<file path="src/rtl/regfile_access_ctrl.sv">
// Front-end for a 1W/1R register file: post-reset clear sweep, then round-robin
// arbitration of NUM_REQ requesters with in-order, fixed 1-cycle responses.
module regfile_access_ctrl #(
  parameter int                    NUM_REQ       = 2,
  parameter int                    ADDR_WIDTH    = 8,
  parameter int                    DATA_WIDTH    = 32,
  parameter bit                    INIT_ON_RESET = 1'b1,
  parameter logic [DATA_WIDTH-1:0] INIT_VALUE    = '0
) (
  input  logic                          clk,
  input  logic                          rst,
  input  logic [NUM_REQ-1:0]            req_valid,
  output logic [NUM_REQ-1:0]            req_ready,
  input  logic [NUM_REQ-1:0]            req_write,
  input  logic [NUM_REQ*ADDR_WIDTH-1:0] req_addr,
  input  logic [NUM_REQ*DATA_WIDTH-1:0] req_wdata,
  output logic [NUM_REQ-1:0]            rsp_valid,
  output logic [DATA_WIDTH-1:0]         rsp_rdata,
  output logic                          init_done,
  output logic [ADDR_WIDTH-1:0]         rf_wr_addr,
  output logic [DATA_WIDTH-1:0]         rf_wr_data,
  output logic                          rf_wr_en,
  output logic [ADDR_WIDTH-1:0]         rf_rd_addr,
  output logic                          rf_rd_en,
  input  logic [DATA_WIDTH-1:0]         rf_rd_data
);

  localparam int PTR_W = $clog2(NUM_REQ);

  typedef enum logic {
    ST_INIT,
    ST_RUN
  } state_t;

  state_t                state, state_next;
  logic [ADDR_WIDTH-1:0] init_cnt;
  logic [PTR_W-1:0]      rr_ptr;
  logic                  rsp_is_read;

  logic                  grant_any;
  logic [PTR_W-1:0]      grant_idx;
  logic [PTR_W-1:0]      cand;
  logic                  sel_write;

  // Round-robin scan starting at rr_ptr; arbitration is blocked in INIT and reset.
  always_comb begin
    // NOTE: every always_comb output gets a default first so no path infers a latch.
    grant_any = 1'b0;
    grant_idx = '0;
    cand      = '0;
    for (int k = 0; k < NUM_REQ; k++) begin
      cand = PTR_W'((int'(rr_ptr) + k) % NUM_REQ);
      if (!grant_any && req_valid[cand]) begin
        grant_any = 1'b1;
        grant_idx = cand;
      end
    end
    if (rst || state != ST_RUN) begin
      grant_any = 1'b0;
    end
  end

  assign sel_write = req_write[grant_idx];
  assign req_ready = grant_any ? (NUM_REQ'(1) << grant_idx) : '0;

  always_comb begin
    state_next = state;
    rf_wr_en   = 1'b0;
    rf_wr_addr = '0;
    rf_wr_data = '0;
    rf_rd_en   = 1'b0;
    rf_rd_addr = '0;
    if (state == ST_INIT) begin
      if (init_cnt == ADDR_WIDTH'(2**ADDR_WIDTH - 1)) begin
        state_next = ST_RUN;
      end
      if (!rst) begin
        rf_wr_en   = 1'b1;
        rf_wr_addr = init_cnt;
        rf_wr_data = INIT_VALUE;
      end
    end else if (grant_any) begin
      if (sel_write) begin
        rf_wr_en   = 1'b1;
        rf_wr_addr = req_addr[int'(grant_idx)*ADDR_WIDTH +: ADDR_WIDTH];
        rf_wr_data = req_wdata[int'(grant_idx)*DATA_WIDTH +: DATA_WIDTH];
      end else begin
        rf_rd_en   = 1'b1;
        rf_rd_addr = req_addr[int'(grant_idx)*ADDR_WIDTH +: ADDR_WIDTH];
      end
    end
  end

  always_ff @(posedge clk) begin
    // NOTE: non-blocking assignments so every register samples pre-edge values.
    if (rst) begin
      state       <= INIT_ON_RESET ? ST_INIT : ST_RUN;
      init_cnt    <= '0;
      rr_ptr      <= '0;
      rsp_valid   <= '0;
      rsp_is_read <= 1'b0;
    end else begin
      state       <= state_next;
      rsp_valid   <= req_ready;
      rsp_is_read <= grant_any & ~sel_write;
      if (state == ST_INIT) begin
        init_cnt <= init_cnt + 1'b1;
      end
      if (grant_any) begin
        rr_ptr <= (int'(grant_idx) == NUM_REQ - 1) ? '0 : grant_idx + 1'b1;
      end
    end
  end

  // The sweep hands over to RUN only after its last write, so RUN implies init done.
  assign init_done = (state == ST_RUN);
  assign rsp_rdata = rsp_is_read ? rf_rd_data : '0;

endmodule
</file>
<file path="config.mk">
export PLATFORM = sky130hd
export DESIGN_NAME = regfile_access_ctrl
export DESIGN_NICKNAME = d
export VERILOG_FILES = /design/src/rtl/regfile_access_ctrl.sv
export SDC_FILE = /design/constraint.sdc
export NUM_CORES = 1
export LEC_CHECK = 0
export ABC_AREA = 0
export CAP_MARGIN = 20
export CELL_PAD_IN_SITES_DETAIL_PLACEMENT = 1
export CELL_PAD_IN_SITES_GLOBAL_PLACEMENT = 1
export CORE_ASPECT_RATIO = 1.5
export CORE_UTILIZATION = 13
export DETAILED_ROUTE_END_ITERATION = 8
export PLACE_DENSITY = 0.83
export RECOVER_POWER = 25
export SYNTH_ARGS = -nofsm -noshare
export SYNTH_HDL_FRONTEND = slang
export SYNTH_SLANG_ARGS = --single-unit
export TNS_END_PERCENT = 20
</file>
<file path="constraint.sdc">
create_clock -name clk -period 1.3 [get_ports clk]
set_input_delay 0.195 -clock clk [delete_from_list [all_inputs] [get_ports clk]]
set_output_delay 0.195 -clock clk [all_outputs]
set_load 0.05 [all_outputs]
</file>
# == After elaboration in Yosys (flattened, before gate mapping) ==
# Cells that the tools add are included.
# word_totals
in_bits,118
register_bits,13
# classes
eq_ne,1
magnitude_cmp,3
n_reduce_logical,3
muxes,33
n_shift,3
n_addsub,3
n_bitwise,3
# ops
cell,count
2-to-1 mux 32 bit,4
indexed part select 64 x 7 -> 32 bit,1
2-to-1 mux 8 bit,7
2-to-1 mux 1 bit,21
indexed part select 16 x 5 -> 8 bit,1
adder 8 x 1 -> 8 bit (second input constant),1
equality test 8 bit (second input constant),1
less-than comparator 1 x 2 -> 1 bit (second input constant),3
adder 1 bit (second input constant),2
2-to-1 mux 2 bit,1
NOT 1 bit,2
left shift 1 x 1 -> 2 bit (first input constant),1
bitwise AND 1 bit,1
logical AND 1 bit,1
logical NOT 1 bit,1
logical OR 1 bit,1

# == Longest topological paths before layout ==
# logic_depth
depth_word,11
depth_mapped,7
mapped_depth_nobuf,5

# == Worst setup path after synthesis ==
# No wires, ideal clock.
# synth_path
path_type,register to output
startpoint,"reg state, in the netlist init_done"
endpoint,out rf_wr_addr[0]
arrival_time_ps,2533
required_ps,1105
stages_incl_launch_ff,6
setup_slack_ps,-1428
path_cell_list,dfxtp_1 -> buf_4 -> nor2b_1 -> o21ai_2 -> clkbuf_1 -> o31ai_1
# synth_between
elab_chain_cells,5
# synth_rtl
element,line_no,source
from (decl),35,"state_t state, state_next;"
from (signal assigned),97,state <= INIT_ON_RESET ? ST_INIT : ST_RUN;
from (signal assigned),103,state <= state_next;
NOT 1 bit,-,
logical OR 1 bit,58,if (rst || state != ST_RUN) begin
2-to-1 mux 1 bit,58,
2-to-1 mux 8 bit,82,end else if (grant_any) begin
2-to-1 mux 8 bit (*),73,if (state == ST_INIT) begin
to (decl),20,"output logic [ADDR_WIDTH-1:0] rf_wr_addr,"
# Mark *: on every way between the ends. The rest lies on a longest branch, timed or not.

# == Worst setup path after layout ==
# layout_path
startpoint,reg rr_ptr
endpoint,out rf_rd_addr[7]
# layout_between
elab_chain_cells,11
elab_cells_between_ends,18
cone_classes,add/sub (1); shift (1); mux (14); reduce/logical (2)
# layout_rtl
element,line_no,source
from (decl),37,logic [PTR_W-1:0] rr_ptr;
from (signal assigned),110,rr_ptr <= (int'(grant_idx) == NUM_REQ - 1) ? '0 : grant_idx + 1'b1;
"parallel branches: the longest is 9 deep, another holds indexed part select 16 x 5 -> 8 bit",-,
2-to-1 mux 8 bit (*),82,
2-to-1 mux 8 bit (*),73,
to (decl),23,"output logic [ADDR_WIDTH-1:0] rf_rd_addr,"
# Mark *: on every way between the ends. The select of a mux whose other input is x is not followed.

==> results.py <==
metrics = {
    "global_routing": {
        "grt_usage_pct": 16.45,
        "grt.overflow.total": 0,
        "grt_max_degree": 33,
        "grt_pass1_vias": 2935,
        "antenna_found_initial": 0,
        "grt_pass1_wl_mm": 14.77,
    },
    "hold_path": {
        "hold_class": "reg -> reg",
        "hold_end": "rr_ptr$_SDFFE_PP0P_",
        "hold_path_depth": 2,
        "min_from": "rr_ptr$_SDFFE_PP0P_",
    },
    "sta": {
        "finalSetupViolCount": 56,
        "fmax_mhz": 506.5,
        "hold_violations": 0,
        "rsz0062_at_grt": "true",
        "worst_pin_slew_ns": 0.5202,
        "maxSlewHeadroom_pct": 65.26,
        "clock-skew-final_ns": 0.002717,
        "slew_viol_final": 0,
        "timing.final.ws_setup_ns": -0.6744,
        "final.min_clock_period_ns": 1.974,
        "finalSetupTns_ns": -31.33,
        "timing.final.crit_share_pct": 151.9,
    },
    "placement": {
        "globalplace.congestion": 0.7896,
        "dp_hpwl_mm": 8.127,
        "io_buffers": 204,
        "dp_slack_ns": -0.8951,
        "dpl_cell_area_sq_um": 4954,
    },
    "setup_path": {
        "crit_start": "rr_ptr$_SDFFE_PP0P_",
        "worstPathArrival_ns": 1.78,
        "regToRegStartpoint": "init_done$_SDFF_PP0_",
        "crit_fanout": 4,
        "endpoint_kind": "output pin",
        "r2r_end": "init_cnt[5]$_SDFFE_PP0N_",
        "r2r_slack_ns": -0.08,
        "reg2regPathDepth": 4,
        "worstSetupPathType": "reg -> out",
        "cp_data_required_time_ns": 1.11,
        "cp-start-kind": "flop",
    },
    "finish": {
        "final_layout_size_suffix_gt1_share_pct": 50.54,
        "final_area_sq_um": 5507,
        "synthToLayoutAreaGrowth_pct": 270.1,
        "final_util_pct": 49.54,
        "fill_cells": 1168,
        "n_antenna_cell": 0,
        "final_net_count": 587,
    },
    "route": {
        "avgRoutedWirePerCell_um": 16.62,
        "drt.antenna.violating_nets": 0,
        "drc_errors": 0,
        "drtIter0Drc": 27,
        "firstDrtPassIters": 4,
        "vias": 2639,
        "wirelength_mm": 10.21,
        "routed_via_density": 4.298,
    },
    "power_and_ir_drop": {
        "power_density_nw_per_um2": 343.1,
        "p_leak_nw": 2.100,
        "ir_drop_v": 0.0002606,
    },
    "yosys": {
        "async_flop_share_pct": 0,
        "synthesis.area_sq_um": 1488,
        "ys_warn_count": 0,
        "synth_cell_type_count": 32,
        "synth_seq_cells": 13,
        "synthCells": 240,
        "syn-num-nets": 359,
        "synth_ff_type": "dfxtp_1",
        "synth_edf_count": 0,
        "syn_area_per_cell_sq_um": 6.199,
        "yosysSeqAreaShare_pct": 17.49,
    },
    "clocking": {
        "cts_tree": "built",
        "htreeDepth": 1,
        "clockRootBuffer": "clkbuf_16",
        "cts_buffer_depth": 2,
        "numCtsBuffers": 3,
        "numClockSinks": 13,
        "ctsHoldBuffers": 0,
        "clk_pin_slew_ns": 0.05,
        "clkLatencyLatePin_ns": 0.25,
    },
    "floorplan": {
        "die_w_um": 89.35,
        "die_h_um": 133.0,
        "start_util_pct": 13.39,
        "core_sq_um": 11110,
        "dieArea_sq_um": 11880,
        "rows": 47,
        "boundaryPins": 205,
    },
    "status": {
        "violations": "setup timing",
        "outcome": "finished with violations",
    },
    "job": {
        "maxCapViolCount": 0,
    },
}
[kinds of logic after synthesis]
group                    after synthesis  synth area share [%]
multiplexers                           9                 6.056
AND/OR/NAND/NOR                      143                 46.17
adder cells (fa/ha/maj)                1                0.8409
AO/OA/AOI/OAI                         48                 18.59
buffers and inverters                 20                 7.316
XOR/XNOR                               6                 3.532
flip-flops                            13                 17.49
[synth_stat cells, drive strengths merged, types with 2 or more instances]
cell type,instances,area share (%)
dfxtp,13,17
buf,10,4.8
nor2b,3,1.3
xnor2,2,1.2
clkbuf,9,2.3
nor3,7,2.4
o31ai,7,3.5
a21oi,33,11
nand2,75,19
and2,33,14
mux2i,9,6.1
xor2,4,2.4
nor2,16,4.0
o21ai,4,1.6
[metrics by stage]
stage | power [mW] | hold WS, ns | instances
2_1_floorplan | 0.7205 | 0.4342 | 240
3_5_place_dp | 1.192 | 0.4585 | 601
3_3_place_gp | 1.168 | 0.4629 | 601
6_report | 1.889 | 0.4756 | 614
4_1_cts | 1.870 | 0.4639 | 610
5_1_grt | 1.973 | 0.4949 | 614
[state kept, by name, summed over array words and instances (netlist names)]
signal	flops
rr_ptr	1
init_cnt	8
rsp_valid	2
init_done	1
rsp_is_read	1
[worst max-delay path by stage]
stage	slack [ns]	endpoint
after detailed placement	-0.90	rf_wr_addr[3]
after global routing	-0.72	rf_rd_addr[7]
after global placement	-0.84	rf_wr_addr[0]
after floorplan	-0.49	rf_rd_addr[7]
after CTS	-0.74	rf_rd_addr[7]
final	-0.67	rf_rd_addr[7]
[layer usage]
metal / GRT usage [%] / part of all wire [%] / up-vias
met5: 0 / 0 / -
met4: 3.527 / 0.85 / 0
met3: 2.994 / 7.1 / 6
met2: 35.41 / 62 / 141
met1: 14.58 / 30 / 1242
li1: - / - / 1250
[what timing repair did]
item	in CTS	in global routing
buffers inserted	5	4
gates cloned	0	1
resized for setup	37	72
pin swaps	15	8
setup endpoints to repair	87	87
[critical path: stages (launching register included)]
cell and delay [ns]:
dfxtp_2 0.32, nand2b_4 0.16, and3_4 0.17, or2_4 0.25, buf_12 0.14, nor4b_4 0.31, buf_12 0.18
[cell usage in the layout, fill, tap and decap left out, types with 2 or more instances in the layout]
master,instances
clkdlybuf4s50_1,114
nand2_1,74
buf_12,62
buf_6,37
and2_4,33
a21oi_4,29
buf_4,17
nor2_1,11
dfxtp_1,8
mux2i_4,7
o31ai_4,7
nor3_4,7
buf_8,5
xor2_1,4
clkbuf_16,4
dfxtp_2,4
nor2_4,3
a21oi_2,3
dlygate4sd2_1,3
o21ai_4,2
nor2_2,2
mux2i_1,2
nor2b_1,2
xnor2_1,2
clkbuf_2,2
[cell type report]
type	instances	area, sq um	area share, %
Timing Repair Buffer	242	3075	55.85
Multi-Input combinational cell	207	1894	34.40
Sequential cell	13	269.0	4.885
Tap cell	147	183.9	3.340
Clock buffer	3	75.07	1.363
Clock inverter	1	5.005	0.09089
Inverter	1	3.754	0.06817
[where the power goes]
group          leakage (nW)  internal (mW)  switching, mW  total, mW
Sequential            0.108          0.407        0.00993      0.417
Clock                0.0409          0.410          0.181      0.591
Combinational          1.95          0.512          0.369      0.881
Note: power is estimated with default switching activity, not from simulation.
